--- src/rtl/nios_system_pkg.sv ---
// Shared constants for the nios_system PIO peripherals: register word
// addresses and small bus-decode helpers.
package nios_system_pkg;

  // Scene-status PIO register map
  typedef enum logic [1:0] {
    SCENE_ADDR_DATA     = 2'd0,
    SCENE_ADDR_RESERVED = 2'd1,
    SCENE_ADDR_IRQMASK  = 2'd2,
    SCENE_ADDR_EDGECAP  = 2'd3
  } scene_reg_e;

  // Generic Avalon PIO layout used by the other PIO blocks in the system
  localparam logic [1:0] PIO_ADDR_DATA      = 2'd0;
  localparam logic [1:0] PIO_ADDR_DIRECTION = 2'd1;
  localparam logic [1:0] PIO_ADDR_IRQMASK   = 2'd2;
  localparam logic [1:0] PIO_ADDR_EDGECAP   = 2'd3;

  localparam int AVALON_DATA_W = 32;

  // Active-low strobe qualified by chipselect
  function automatic logic bus_strobe(input logic cs, input logic strobe_n);
    return cs & ~strobe_n;
  endfunction

endpackage

--- src/rtl/nios_system_sync2.sv ---
// Two-flop synchronizer for a bus of independent asynchronous status bits.
module nios_system_sync2 #(
  parameter int WIDTH = 8
) (
  input  logic             i_clk,
  input  logic             i_reset,
  input  logic [WIDTH-1:0] i_d,
  output logic [WIDTH-1:0] o_q
);

  logic [WIDTH-1:0] r_s1;
  logic [WIDTH-1:0] r_s2;

  always_ff @(posedge i_clk or posedge i_reset) begin
    if (i_reset) begin
      r_s1 <= '0;
      r_s2 <= '0;
    end else begin
      r_s1 <= i_d;
      r_s2 <= r_s1;
    end
  end

  assign o_q = r_s2;

endmodule

--- src/rtl/nios_system_scene_status.sv ---
// Avalon-MM status PIO for scene hardware: synchronized input, per-bit
// rising-edge capture with write-1-to-clear, and a masked level interrupt.
module nios_system_scene_status
  import nios_system_pkg::*;
#(
  parameter int WIDTH = 8
) (
  input  logic                     clk,
  input  logic                     reset,
  input  logic [1:0]               address,
  input  logic                     chipselect,
  input  logic                     read_n,
  input  logic                     write_n,
  input  logic [AVALON_DATA_W-1:0] writedata,
  input  logic [WIDTH-1:0]         in_port,
  output logic [AVALON_DATA_W-1:0] readdata,
  output logic                     irq
);

  logic [WIDTH-1:0] w_s2;
  logic [WIDTH-1:0] r_s3;
  logic [WIDTH-1:0] r_edgecap;
  logic [WIDTH-1:0] r_irqmask;
  logic [WIDTH-1:0] w_edge;
  logic [WIDTH-1:0] w_clr;
  logic [WIDTH-1:0] w_rd_sel;
  logic             w_rd;
  logic             w_wr;
  logic             w_unused;
  scene_reg_e       w_reg;

  nios_system_sync2 #(.WIDTH(WIDTH)) u_sync (
    .i_clk   (clk),
    .i_reset (reset),
    .i_d     (in_port),
    .o_q     (w_s2)
  );

  assign w_reg    = scene_reg_e'(address);
  assign w_rd     = bus_strobe(chipselect, read_n);
  assign w_wr     = bus_strobe(chipselect, write_n);
  assign w_edge   = w_s2 & ~r_s3;
  assign w_clr    = (w_wr && w_reg == SCENE_ADDR_EDGECAP) ? writedata[WIDTH-1:0] : '0;
  assign w_unused = ^writedata;

  always_comb begin
    w_rd_sel = '0;
    case (w_reg)
      SCENE_ADDR_DATA:    w_rd_sel = w_s2;
      SCENE_ADDR_IRQMASK: w_rd_sel = r_irqmask;
      SCENE_ADDR_EDGECAP: w_rd_sel = r_edgecap;
      default:            w_rd_sel = '0;
    endcase
  end

  // A new edge in the same cycle as a clear keeps the bit set
  always_ff @(posedge clk or posedge reset) begin
    if (reset) begin
      r_s3      <= '0;
      r_edgecap <= '0;
      r_irqmask <= '0;
      readdata  <= '0;
    end else begin
      r_s3      <= w_s2;
      r_edgecap <= (r_edgecap & ~w_clr) | w_edge;
      if (w_wr && w_reg == SCENE_ADDR_IRQMASK)
        r_irqmask <= writedata[WIDTH-1:0];
      if (w_rd)
        readdata <= AVALON_DATA_W'(w_rd_sel);
    end
  end

  assign irq = |(r_edgecap & r_irqmask);

endmodule
--- config.mk ---
export PLATFORM = sky130hd
export DESIGN_NAME = nios_system_scene_status
export DESIGN_NICKNAME = d
export VERILOG_FILES = /design/src/rtl/nios_system_pkg.sv /design/src/rtl/nios_system_sync2.sv /design/src/rtl/nios_system_scene_status.sv
export SDC_FILE = /design/constraint.sdc
export NUM_CORES = 1
export LEC_CHECK = 0
export ABC_AREA = 1
export CAP_MARGIN = 20
export CELL_PAD_IN_SITES_DETAIL_PLACEMENT = 2
export CELL_PAD_IN_SITES_GLOBAL_PLACEMENT = 2
export CORE_MARGIN = 5
export CORE_UTILIZATION = 25
export CTS_CLUSTER_SIZE = 10
export DETAILED_ROUTE_END_ITERATION = 6
export GPL_ROUTABILITY_DRIVEN = 1
export GPL_TIMING_DRIVEN = 0
export PLACE_DENSITY = 0.83
export SLEW_MARGIN = 20
export SYNTH_ARGS = -nofsm -noshare
export SYNTH_HDL_FRONTEND = slang
export SYNTH_SLANG_ARGS = --single-unit
--- constraint.sdc ---
create_clock -name clk -period 1.6 [get_ports clk]
set_input_delay 0.32 -clock clk [delete_from_list [all_inputs] [get_ports clk]]
set_output_delay 0.32 -clock clk [all_outputs]
set_load 0.05 [all_outputs]
; ---- Word-level counts from Yosys, hierarchy flattened
; Index checks and enable logic that the tools add are counted.
[op_classes]
eq_ne = 2
n_reduce_logical = 4
bitwise_logic = 10
muxes = 2
[op_table]
columns = op, count
row1 = 8-bit AND, 3
row2 = 8-bit one-hot mux with 3 select lines, 1
row3 = 8-bit NOT, 2
row4 = 8-bit two-way mux, 1
row5 = 8-bit bitwise OR, 1
row6 = 8-bit OR reduction, 1
row7 = 2-bit == test (second input constant), 2
row8 = 1-bit AND, 2
row9 = 1-bit logical AND, 2
row10 = 2-bit zero test, 1
row11 = 1-bit NOT, 2
[totals]
in_bits = 47
word_cells = 24
output_inout_bits = 33
reg_bits = 48

; ---- Depth between registers and ports, before layout
; Gate-level depths: netlist (run 1).
[logic_depth]
ltp_word = 7
depth_mapped = 6
ltp_nobuf = 5

; ---- By module
; A second synthesis (run 1) with hierarchy kept.
[unflattened]
hier_cells = 221
area_unflattened_um2 = 2095.8
[modules_own_cells]
columns = mod, seq_area_each_um2, cells_per_inst, area_each_um2, instances
row1 = nios_system_scene_status, 800.8, 204, 1691.6, 1
row2 = nios_system_sync2, 400.4, 17, 404.1, 1

; ---- Least setup slack after synthesis (run 1)
; Ideal clock, no wire load.
[synth_timing]
path_kind = register to output
startpoint = register r_edgecap[6]
endpoint = output port irq
n_path_buf = 0
t_arrival_ns = 1.028
stages_incl_launch_ff = 5
slack_ns = 0.252
t_required_ns = 1.280
path_cell_list = dfrtp_1 > nand2_1 > nand2_1 > nor2_1 > nand4_1
[synth_between]
elab_chain_cells = 2
[synth_rtl]
columns = element, line_no
row1 = from (decl), nios_system_scene_status.sv:22  ; logic [WIDTH-1:0] r_edgecap;
row2 = from (signal assigned), nios_system_scene_status.sv:65  ; r_edgecap <= (r_edgecap & ~w_clr) | w_edge;
row3 = 8-bit AND, nios_system_scene_status.sv:73  ; assign irq = |(r_edgecap & r_irqmask);
row4 = 8-bit OR reduction, nios_system_scene_status.sv:73
row5 = to (decl), nios_system_scene_status.sv:17  ; output logic irq
; No other way between the ends.

; ---- Worst setup path after layout (run 1)
[layout_timing]
startpoint = register r_edgecap[4]
endpoint = output port irq
; Same word-level chain as after synthesis.

==> results of run 1 <==
-- power by group --
part           internal (W)  total, W  switching, W
logic              0.000245  0.000715      0.000469
clock network      0.000354  0.000762      0.000408
registers           0.00132   0.00139     0.0000723
-- layer usage --
metal / global-route usage, % / vias to the layer above / routed length, um
met5: 0 / - / 0
met4: 3.37 / 0 / 42
met3: 3.17 / 4 / 272
li1: - / 770 / -
met2: 20.0 / 38 / 2960
met1: 12.7 / 830 / 2140
-- through the flow --
stage / std cells / hold WS [ns]
floorplan: 244 / 0.331
global placement: 379 / 0.332
detailed placement: 380 / 0.336
CTS: 388 / 0.354
global route: 394 / 0.369
finish: 394 / 0.341
-- kinds of logic (layout without fill, tap and decap cells) --
logic type,after synthesis,in the layout,share of synthesized area [%]
buffers and inverters,50,95,14.3
AO/OA/AOI/OAI,8,8,3.34
AND/OR/NAND/NOR,114,114,24.8
flip-flops,48,48,57.3
other,1,24,0.179
-- cell type report --
cell class                 count  share of cell area [%]
timing repair buffer          37                    12.9
sequential                    48                    43.5
inverter                      22                    2.99
clock buffer                   8                    3.26
buffer                        28                    7.88
multi-input combinational    146                    24.7
tap                          105                    4.76
-- flip-flops by register name, indices dropped and copies added (netlist names) --
signal / count
u_sync.r_s1: 8
u_sync.o_q: 8
r_edgecap: 8
r_s3: 8
readdata: 8
r_irqmask: 8
-- synth_stat cells --
| cell type | count | area (um^2) |
|---|---|---|
| o21ai_2 | 8 | 70.1 |
| inv_1 | 19 | 71.3 |
| nor2_4 | 2 | 22.5 |
| nand2_2 | 2 | 12.5 |
| nand3_1 | 32 | 160 |
| nand2_1 | 74 | 278 |
| nor2_8 | 1 | 20.0 |
| nand4_1 | 1 | 6.26 |
| inv_2 | 3 | 11.3 |
| buf_6 | 2 | 22.5 |
| nand3_4 | 1 | 17.5 |
| buf_4 | 26 | 195 |
| nor2_1 | 1 | 3.75 |
| dfrtp_1 | 48 | 1200 |
| conb_1 | 1 | 3.75 |
-- repair_timing --
action	CTS	global route
gates resized for setup	15	1
endpoints found under the setup margin	9	1
pin swaps	0	5
buffers inserted	0	6
-- how the worst min path moves through the flow --
stage	slack [ns]	start	cells after the start	end
floorplan	0.33	u_sync.r_s1[0]$_DFF_PP0_	0	u_sync.o_q[0]$_DFF_PP0_
global placement	0.33	u_sync.r_s1[4]$_DFF_PP0_	0	u_sync.o_q[4]$_DFF_PP0_
detailed placement	0.34	u_sync.r_s1[0]$_DFF_PP0_	0	u_sync.o_q[0]$_DFF_PP0_
CTS	0.35	reset	2	u_sync.o_q[7]$_DFF_PP0_
global route	0.37	reset	2	u_sync.r_s1[5]$_DFF_PP0_
finish	0.34	reset	2	u_sync.r_s1[5]$_DFF_PP0_
==> summary.txt, run 1 <==
Critical path
  – Crit path max fanout: 3
  – Top Family by Delay on Critical Path: flip-flops
  – Critical path data arrival time: between 1 and 1.5 ns
  – Worst EP required: 1.28 ns
  – Worst reg2reg path depth: 5
  – Most common cell on crit path: nand2_1
  – RR Endpoint: readdata[4]$_DFFE_PP0P_
  – Reg-to-reg critical path startpoint: r_edgecap[4]$_DFF_PP0_
  – Worst setup EP type: primary output
  – Crit start category: register
  – Levels on crit path: 5
  – Worst setup endpoint: irq
  – FF-to-FF setup slack: 0.65 ns
  – Crit-path max cell delay: 0.41 ns
  – Crit Path Category: reg -> out
  – CP Cell Sequence: nand2_1 > nand2_1 > nor2_2 > nand4_1 > buf_6
  – Worst Path Buf+Inv: 1
  – Worst setup startpoint: r_edgecap[4]$_DFF_PP0_
  – Slowest-stage cell, CP: dfrtp_1

Timing
  – Setup skew after layout: roughly 0.0027 ns
  – RSZ-0062 raised after global routing: yes
  – Slew Viols, Final: 0
  – Final Hold Vio Count: 0
  – Sum of negative setup slack: -0.0223 ns
  – Crit path time final: 1.62 ns
  – Fmax: 616 MHz
  – Final worst slack: -0.0223 ns
  – Setup-failing EPs final: 1
  – Final period utilization: 101%

Placed design
  – GPL Wtd Cong: between 0.8 and 0.9
  – Placed inst area: 0.00263 mm^2
  – Post-Place Worst Slack: -0.247 ns
  – IO Port Bufs: 30
  – Dpl hpwl: 4.02 mm

GRT
  – Largest net degree at the start of global routing: 30
  – Vias in the first global route: 1821
  – Initial antenna violation count: 0
  – Total global routing overflow: 0
  – First-pass GRT wire length: slightly below 9 mm
  – Global-route usage over all layers: 11.1%

Clock network
  – CTS Root Cell: clkbuf_8
  – CTS H-tree lvls: 2
  – Longest Clk Path Bufs: 2
  – CTS tree: yes
  – CTS Sinks: 48
  – Worst-Skew Late Latency: 0.30 ns
  – Hold buffers post-CTS: 0
  – Clock-pin slew on the worst setup and hold paths: 0.09 ns
  – Cts bufs inserted: 5

Synthesis
  – Seq/Total Area, Yosys: 57.3%
  – Mapped Area: roughly 0.0021 mm^2
  – Synthesized instance count: between 200 and 250
  – Yosys Warn Count: 0
  – Flops & latches, synth: 48
  – Avg Inst Size Synth: 9.48 um^2
  – Post-synth cell types: 15

Pwr
  – Cell Pwr Density: around 1000 mW/mm^2
  – P_leak: 1.44 nW
  – VDD IR max: 0.374 mV
  – Total Power: 0.00287 W

Layout
  – Fin util: 33.8%
  – # nets final: 335
  – Most frequent cells in the layout: 74 x nand2_1, 48 x dfrtp_1, 32 x buf_4, 32 x nand3_1, 24 x conb_1
  – Antenna Cells: 0
  – Area of the multi-input gates: 683 um^2
  – Final Cell Area: ~0.0028 mm^2
  – Fill cell count: just over 900
  – Commonest non-fill, non-tap cell in the layout: nand2_1
  – Area Growth Syn to Fin: 31.8%
  – Register area: 0.00120 mm^2
  – Layout cells sized above 1: 21.1%

Floorplan
  – DIE WIDTH: 102 um
  – Row count: 33
  – Core Area: roughly 0.0082 mm^2
  – Die ar.: 0.0103 mm^2
  – Die height: 102 um
  – Initial Util: 25.6%
  – Ports: 80

Routing
  – Vias: 1642
  – Vias/cell: 4.17
  – DRC violations left: 0
  – Detail Route Antenna Nets: 0
  – WL/cell: 13.7 um
  – Final wirelength: between 5 and 6 mm
  – Number of DRC markers in iteration 0: 51
  – Total iterations of the first detailed-routing run: 4

Job
  – Max cap viols: 0

Status
  – Status: finished with violations
  – Failing checks: negative setup slack

Min path
  – Worst hold path class: in -> async
(Power assumes the default switching activity.)
==> run 2, diff against run 1 <==
--- a/config.mk
+++ b/config.mk
@@ -11,6 +11,7 @@
 export CELL_PAD_IN_SITES_GLOBAL_PLACEMENT = 2
 export CORE_MARGIN = 5
 export CORE_UTILIZATION = 25
+export CTS_BUF_LIST = sky130_fd_sc_hd__clkbuf_16
 export CTS_CLUSTER_SIZE = 10
 export DETAILED_ROUTE_END_ITERATION = 6
 export GPL_ROUTABILITY_DRIVEN = 1
==> run 2 against run 1 <==
  * The run now ends clean
  * Critical path depth stayed put
  * Combinational power down 2%
  * Sequential share of layout area shrank 0.49 points
  * Core utilization increased by 0.38 points
  * Hold slack improved by 0.0067 ns
==> summary.txt, run 2 (synthesis gave the netlist of run 1 again) <==
Status
  – Status: completed

Floorplan
  – Row count: 33 (unchanged)
  – DIE WIDTH: 102 um (unchanged)
  – Initial Util: 25.6% (unchanged)
  – Die height: 102 um (unchanged)
  – Die ar.: 0.0103 mm^2 (unchanged)
  – Core Area: 0.00818 mm^2 (unchanged)
  – Ports: 80 (unchanged)

Routing
  – Number of DRC markers in iteration 0: 53 (+3.9%)
  – WL/cell: 14.0 um (+1.7%)
  – Detail Route Antenna Nets: 0 (unchanged)
  – DRC violations left: 0 (unchanged)
  – Vias: 1629 (-0.79%)
  – Vias/cell: 4.16 (-0.29%)
  – Total iterations of the first detailed-routing run: 4 (unchanged)
  – Final wirelength: 5.48 mm (+1.2%)

Timing
  – Setup-failing EPs final: 0 (-1)
  – Final Hold Vio Count: 0 (unchanged)
  – Crit path time final: 1.59 ns (-0.0315 ns)
  – Slew Viols, Final: 0 (unchanged)
  – Sum of negative setup slack: 0 ns (+0.0223 ns)
  – RSZ-0062 raised after global routing: yes
  – Fmax: 629 MHz (+2.0%)
  – Final worst slack: 0.00912 ns (+0.0315 ns)
  – Setup skew after layout: 0.00373 ns (+0.00105 ns)
  – Final period utilization: 99.4% (-2.0 points)

Pwr
  – VDD IR max: 0.423 mV (+13%)
  – P_leak: 1.46 nW (+1.3%)
  – Cell Pwr Density: 1110 mW/mm^2 (+6.5%)

GRT
  – Global-route usage over all layers: 11.5% (+0.43 points)
  – Met2 usage: 20.6% (+0.65 points)
  – Initial antenna violation count: 0 (unchanged)
  – Met3 usage in global routing: 3.37% (+0.21 points)
  – Largest net degree at the start of global routing: 30 (unchanged)
  – Vias in the first global route: 1841 (+1.1%)
  – First-pass GRT wire length: 9.16 mm (+3.7%)
  – Met1 usage in global routing: 13.1% (+0.43 points)
  – Global route hottest layer: met2
  – Total global routing overflow: 0 (unchanged)

Layout
  – Final Cell Area: 0.00279 mm^2 (+1.1%)
  – Fill cell count: 939 (+0.75%)
  – Antenna Cells: 0 (unchanged)
  – Area of the multi-input gates: 683 um^2 (unchanged)
  – Layout cells sized above 1: 20.2% (-0.90 points)
  – Register area: 0.00120 mm^2 (unchanged)
  – Commonest non-fill, non-tap cell in the layout: nand2_1
  – # nets final: 333 (-0.60%)
  – Final Non-Filler Cells: 392 (-0.51%)
  – Fin util: 34.2% (+0.38 points)
  – Most frequent cells in the layout: 74 x nand2_1, 48 x dfrtp_1, 32 x nand3_1, 30 x buf_4, 24 x conb_1
  – Area Growth Syn to Fin: 33.3%

Clock network
  – Worst-Skew Late Latency: 0.29 ns (about the same)
  – Clock-pin slew on the worst setup and hold paths: 0.06 ns (-0.03 ns)
  – CTS H-tree lvls: 2 (unchanged)
  – CTS Root Cell: clkbuf_16
  – CTS tree: yes
  – Cts bufs inserted: 5 (unchanged)
  – Hold buffers post-CTS: 0 (unchanged)
  – Longest Clk Path Bufs: 2 (unchanged)
  – CTS Sinks: 48 (unchanged)

Critical path
  – Crit-path max cell delay: 0.41 ns (about the same)
  – Crit path max fanout: 3 (unchanged)
  – Critical path data arrival time: 1.27 ns (-0.03 ns)
  – Slowest-stage cell, CP: dfrtp_1
  – CP Cell Sequence: nand2_1 > nand2_1 > nor2_2 > nand4_1 > buf_6
  – Worst setup EP type: primary output
  – Crit Path Category: reg -> out
  – Worst EP required: 1.28 ns (about the same)
  – Crit start category: register
  – Most common cell on crit path: nand2_1

Min path
  – Worst hold path class: reg -> reg

Placed design
  – Post-Place Worst Slack: -0.247 ns (unchanged)
  – Placed inst area: 0.00263 mm^2 (unchanged)
  – DP Cell Count: 380 (unchanged)
  – IO Port Bufs: 30 (unchanged)
  – Dpl hpwl: 4.02 mm (unchanged)
  – GPL Wtd Cong: 0.804 (unchanged)

Job
  – Max cap viols: 0 (unchanged)
-- run 2: repair_timing --
action | 4_1_cts | 5_1_grt
pin swaps | 0 | 5
endpoints found under the setup margin | 9 | 1
buffers inserted | 0 | 4
resized for setup | 15 | 1
-- run 2: area by class of cell --
class / instances / area share (%)
multi-input combinational: 146 / 24.5
buffer: 28 / 7.79
inverter: 22 / 2.96
timing repair buffer: 35 / 12.2
clock buffer: 5 / 4.48
clock inverter: 3 / 0.403
tap: 105 / 4.70
sequential: 48 / 43.0
-- run 2: metrics by stage --
stage / power [W] / hold slack, ns
after floorplan: 0.00190 / 0.331
after global placement: 0.00209 / 0.332
after detailed placement: 0.00213 / 0.336
after CTS: 0.00313 / 0.350
after global routing: 0.00325 / 0.362
final: 0.00309 / 0.348
-- run 2: worst paths after layout --
path	start	endpoint	slack [ns]	depth (start not counted)
max reg2reg	r_edgecap[4]$_DFF_PP0_	readdata[4]$_DFFE_PP0P_	0.66	5
min	u_sync.r_s1[0]$_DFF_PP0_	u_sync.o_q[0]$_DFF_PP0_	0.35	0
min reg2reg	u_sync.r_s1[0]$_DFF_PP0_	u_sync.o_q[0]$_DFF_PP0_	0.35	0
max in group asynchronous	reset	r_irqmask[0]$_DFFE_PP0P_	0.72	3
min in group asynchronous	reset	u_sync.r_s1[5]$_DFF_PP0_	0.37	2
max	r_edgecap[4]$_DFF_PP0_	irq	0.009	5
-- run 2: metal layers --
metal  wire length, um  up-vias  part of all wire [%]
li1                  -      767                     -
met1              2190      813                    40
met2              2910       43                    53
met3               306        6                   5.6
met4                68        0                   1.2
met5                 0        -                     0
-- run 2: power breakdown --
group          total, W  switching [W]  internal, W  leakage (nW)
clock network  0.000991       0.000429     0.000563        0.0738
registers       0.00140      0.0000715      0.00132         0.556
logic          0.000704       0.000469     0.000234         0.826
-- run 2: critical path, delay by kind of cell (launching register included) --
kind,cells,cell delay [ns]
simple gates,4,0.40
buf+inv,1,0.18
flops,1,0.41
==> run 3, diff against run 2 <==
--- a/config.mk
+++ b/config.mk
@@ -5,12 +5,12 @@
 export SDC_FILE = /design/constraint.sdc
 export NUM_CORES = 1
 export LEC_CHECK = 0
-export ABC_AREA = 1
+export ABC_AREA = 0
 export CAP_MARGIN = 20
 export CELL_PAD_IN_SITES_DETAIL_PLACEMENT = 2
 export CELL_PAD_IN_SITES_GLOBAL_PLACEMENT = 2
-export CORE_MARGIN = 5
-export CORE_UTILIZATION = 25
+export CORE_MARGIN = 4
+export CORE_UTILIZATION = 27
 export CTS_BUF_LIST = sky130_fd_sc_hd__clkbuf_16
 export CTS_CLUSTER_SIZE = 10
 export DETAILED_ROUTE_END_ITERATION = 6
==> run 3 against run 2 <==
  * Routed wire length fell by 7.7%
  * Critical path depth shrank 2
  * Sequential share of layout area is 1.1 points higher
  * Critical path type unchanged
  * Highest routed layer unchanged
==> summary.txt, run 3 <==
Status
  – Status: completed

Timing
  – Final period utilization: 99.4% (about the same)
  – Slew Viols, Final: 0 (unchanged)
  – Fmax: 629 MHz (about the same)
  – Crit path time final: 1.59 ns (-0.000627 ns)
  – Setup-failing EPs final: 0 (unchanged)
  – Setup skew after layout: 0.00403 ns (+0.000308 ns)
  – Final Hold Vio Count: 0 (unchanged)
  – RSZ-0062 raised after global routing: yes
  – Hold WS: 0.349 ns (+0.00105 ns)

Layout
  – Antenna Cells: 0 (unchanged)
  – Most frequent cells in the layout: 48 x dfrtp_1, 29 x buf_4, 24 x conb_1, 20 x clkdlybuf4s50_1, 9 x inv_1
  – Fill cell count: 793 (-16%)
  – Area Growth Syn to Fin: 36.0%
  – # nets final: 264 (-21%)
  – Layout cells sized above 1: 26.1% (+5.9 points)
  – Commonest non-fill, non-tap cell in the layout: dfrtp_1

GRT
  – Global-route usage over all layers: 12.0% (+0.46 points)
  – Initial antenna violation count: 0 (unchanged)
  – First-pass GRT wire length: 7.98 mm (-13%)
  – Met2 usage: 20.5% (-0.10 points)
  – Met3 usage in global routing: 4.09% (+0.71 points)
  – Global route hottest layer: met2
  – Largest net degree at the start of global routing: 29 (-3.3%)
  – Vias in the first global route: 1518 (-18%)
  – Met1 usage in global routing: 14.1% (+1.0 points)
  – Total global routing overflow: 0 (unchanged)

Placed design
  – GPL Wtd Cong: 0.725 (-9.9%)
  – IO Port Bufs: 29 (-3.3%)
  – Dpl hpwl: 3.54 mm (-12%)

Pwr
  – Total Power: 0.00328 W (+6.0%)
  – Cell Pwr Density: 1200 mW/mm^2 (+8.7%)
  – VDD IR max: 0.520 mV (+23%)
  – Net load switching power: 0.000935 W (-3.5%)
  – Comb pwr share: 20.6% (-2.2 points)
  – Clock share of power: 35.8% (+3.7 points)
  – Int Power: 0.00234 W (+10%)
  – P_leak: 1.29 nW (-11%)
  – Part of the power in registers: 43.7% (-1.5 points)
  – Switch share: 28.6% (-2.8 points)

Synthesis
  – Top post-synthesis cells by area: dfrtp_1 60%, buf_4 9.7%, mux2_4 6.0%, mux2i_1 4.0%, a22o_1 3.5%
  – Number of enable flip-flop cells after synthesis: 0 (unchanged)
  – Yosys top cell by area: dfrtp_1
  – Multiplexer share of the synthesized area: 10.0% (+10 points)
  – Yosys Warn Count: 0 (unchanged)
  – Fraction of synthesized cell area in xor and xnor cells: 0% (unchanged)
  – Seq/Total Area, Yosys: 60.0% (+2.7 points)
  – Avg Inst Size Synth: 13.0 um^2 (+37%)
  – Synth top area share: 60.0% (+2.7 points)
  – Post-synth ARST share: 100% (unchanged)
  – Largest family of logic cells by synthesized area: buffers and inverters
  – Post-synth top flop: dfrtp_1
  – Flops & latches, synth: 48 (unchanged)
  – Most common cell in the netlist: dfrtp_1
  – Synthesized instance count: 154 (-30%)
  – Synthesized-area fraction occupied by adder cells: 0% (unchanged)
  – Synth Area in Simple Gates: 5.25% (-20 points)
  – Compound-cell area share of the yosys netlist: 11.0% (+7.7 points)
  – Post-synth top cells: 48 x dfrtp_1, 26 x buf_4, 9 x inv_1
  – Mapped Area: 0.00200 mm^2 (-4.5%)
  – Post-synth cell types: 19 (+4)

Clock network
  – Cts bufs inserted: 5 (unchanged)
  – CTS Root Cell: clkbuf_16
  – CTS Sinks: 48 (unchanged)
  – Longest Clk Path Bufs: 2 (unchanged)
  – Hold buffers post-CTS: 0 (unchanged)
  – Worst-Skew Late Latency: 0.28 ns (about the same)
  – CTS H-tree lvls: 2 (unchanged)
  – Clock-pin slew on the worst setup and hold paths: 0.06 ns (about the same)
  – CTS tree: yes

Critical path
  – Worst setup EP type: primary output
  – Crit start category: register
  – FF-to-FF setup slack: 0.58 ns (-0.08 ns)
  – Worst reg2reg path depth: 4 (-1)
  – Worst setup startpoint: r_edgecap[3]$_DFF_PP0_
  – Reg-to-reg critical path startpoint: r_edgecap[3]$_DFF_PP0_
  – Critical path data arrival time: 1.27 ns (about the same)
  – RR Endpoint: readdata[3]$_DFFE_PP0P_
  – Worst EP required: 1.28 ns (about the same)
  – Crit Path Category: reg -> out
  – Crit path max fanout: 3 (unchanged)
  – Worst setup endpoint: irq

Routing
  – Vias/cell: 4.19 (+0.81%)
  – Detail Route Antenna Nets: 0 (unchanged)
  – WL/cell: 15.9 um (+14%)
  – DRC violations left: 0 (unchanged)
  – Total iterations of the first detailed-routing run: 4 (unchanged)
  – Final wirelength: 5.05 mm (-7.7%)
  – Vias: 1328 (-18%)
  – Number of DRC markers in iteration 0: 28 (-47%)

Floorplan
  – Initial Util: 27.7% (+2.1 points)
  – Die ar.: 0.00886 mm^2 (-14%)
  – Die height: 94.1 um (-7.3%)
  – Ports: 80 (unchanged)
  – DIE WIDTH: 94.1 um (-7.3%)
  – Core Area: 0.00721 mm^2 (-12%)
  – Row count: 31 (-6.1%)

Job
  – Max cap viols: 0 (unchanged)

Min path
  – Worst hold path class: reg -> reg
run 3: cells by family (layout without fill, tap and decap cells):
group	count (synthesis)	count (layout)
flip-flops	48	48
buffers and inverters	41	82
AO/OA/AOI/OAI	28	28
AND/OR/NAND/NOR	20	20
multiplexers	16	16
other	1	24
run 3: per-stage QoR:
| stage | worst slack [ns] | instances | setup TNS [ns] | util (%) | cell area, um^2 |
|---|---|---|---|---|---|
| 2_1_floorplan | 0.136 | 177 | 0 | - | 2090 |
| 3_3_place_gp | -0.805 | 305 | -39.51 | 34.7 | 2500 |
| 3_5_place_dp | -0.256 | 306 | -2.17 | 35.0 | 2520 |
| 4_1_cts | -0.203 | 314 | -0.203 | 37.1 | 2680 |
| 5_1_grt | -0.0356 | 317 | -0.0356 | 37.7 | 2720 |
| 6_report | 0.00975 | 317 | 0 | 37.7 | 2720 |
run 3: power by group through the flow:
stage / sequential, W / clock, W / combinational [W]
floorplan: 0.00152 / 0 / 0.000381
global placement: 0.00143 / 0 / 0.000640
finish: 0.00143 / 0.00117 / 0.000673
CTS: 0.00143 / 0.00121 / 0.000650
detailed placement: 0.00145 / 0 / 0.000666
global route: 0.00144 / 0.00125 / 0.000720
run 3: worst min path at each step:
stage                                   from                      end  slack (ns)  cells past startpoint
detailed placement  u_sync.r_s1[3]$_DFF_PP0_  u_sync.o_q[3]$_DFF_PP0_        0.34                      0
global route        u_sync.r_s1[6]$_DFF_PP0_  u_sync.o_q[6]$_DFF_PP0_        0.35                      0
finish              u_sync.r_s1[5]$_DFF_PP0_  u_sync.o_q[5]$_DFF_PP0_        0.35                      0
floorplan           u_sync.r_s1[0]$_DFF_PP0_  u_sync.o_q[0]$_DFF_PP0_        0.33                      0
global placement    u_sync.r_s1[3]$_DFF_PP0_  u_sync.o_q[3]$_DFF_PP0_        0.33                      0
CTS                 u_sync.r_s1[5]$_DFF_PP0_  u_sync.o_q[5]$_DFF_PP0_        0.35                      0
run 3: critical path, cell delays in order (launching register included):
cell and delay [ns]:
dfrtp_1 0.42, a22oi_2 0.22, nand4_1 0.16, buf_6 0.19
run 3: per-layer routing:
layer | up-vias | wire [um]
met5 | - | 0
met2 | 42 | 2650
met3 | 6 | 316
li1 | 606 | -
met1 | 674 | 2040
met4 | 0 | 51
run 3: layout make-up:
class	instances	area, um^2	share of cell area (%)
inverters	9	33.8	1.24
clock buffers	5	125	4.60
plain buffers	32	240	8.82
repair buffers	33	324	11.9
well taps	99	124	4.55
flip-flops and latches	48	1200	44.1
clock inverters	3	38.8	1.42
multi-input cells	88	636	23.3
run 3: what timing repair did:
action / CTS / global route
gates resized for setup: 11 / 10
pin swaps: 0 / 1
setup endpoints to repair: 9 / 2
buffers inserted: 0 / 3
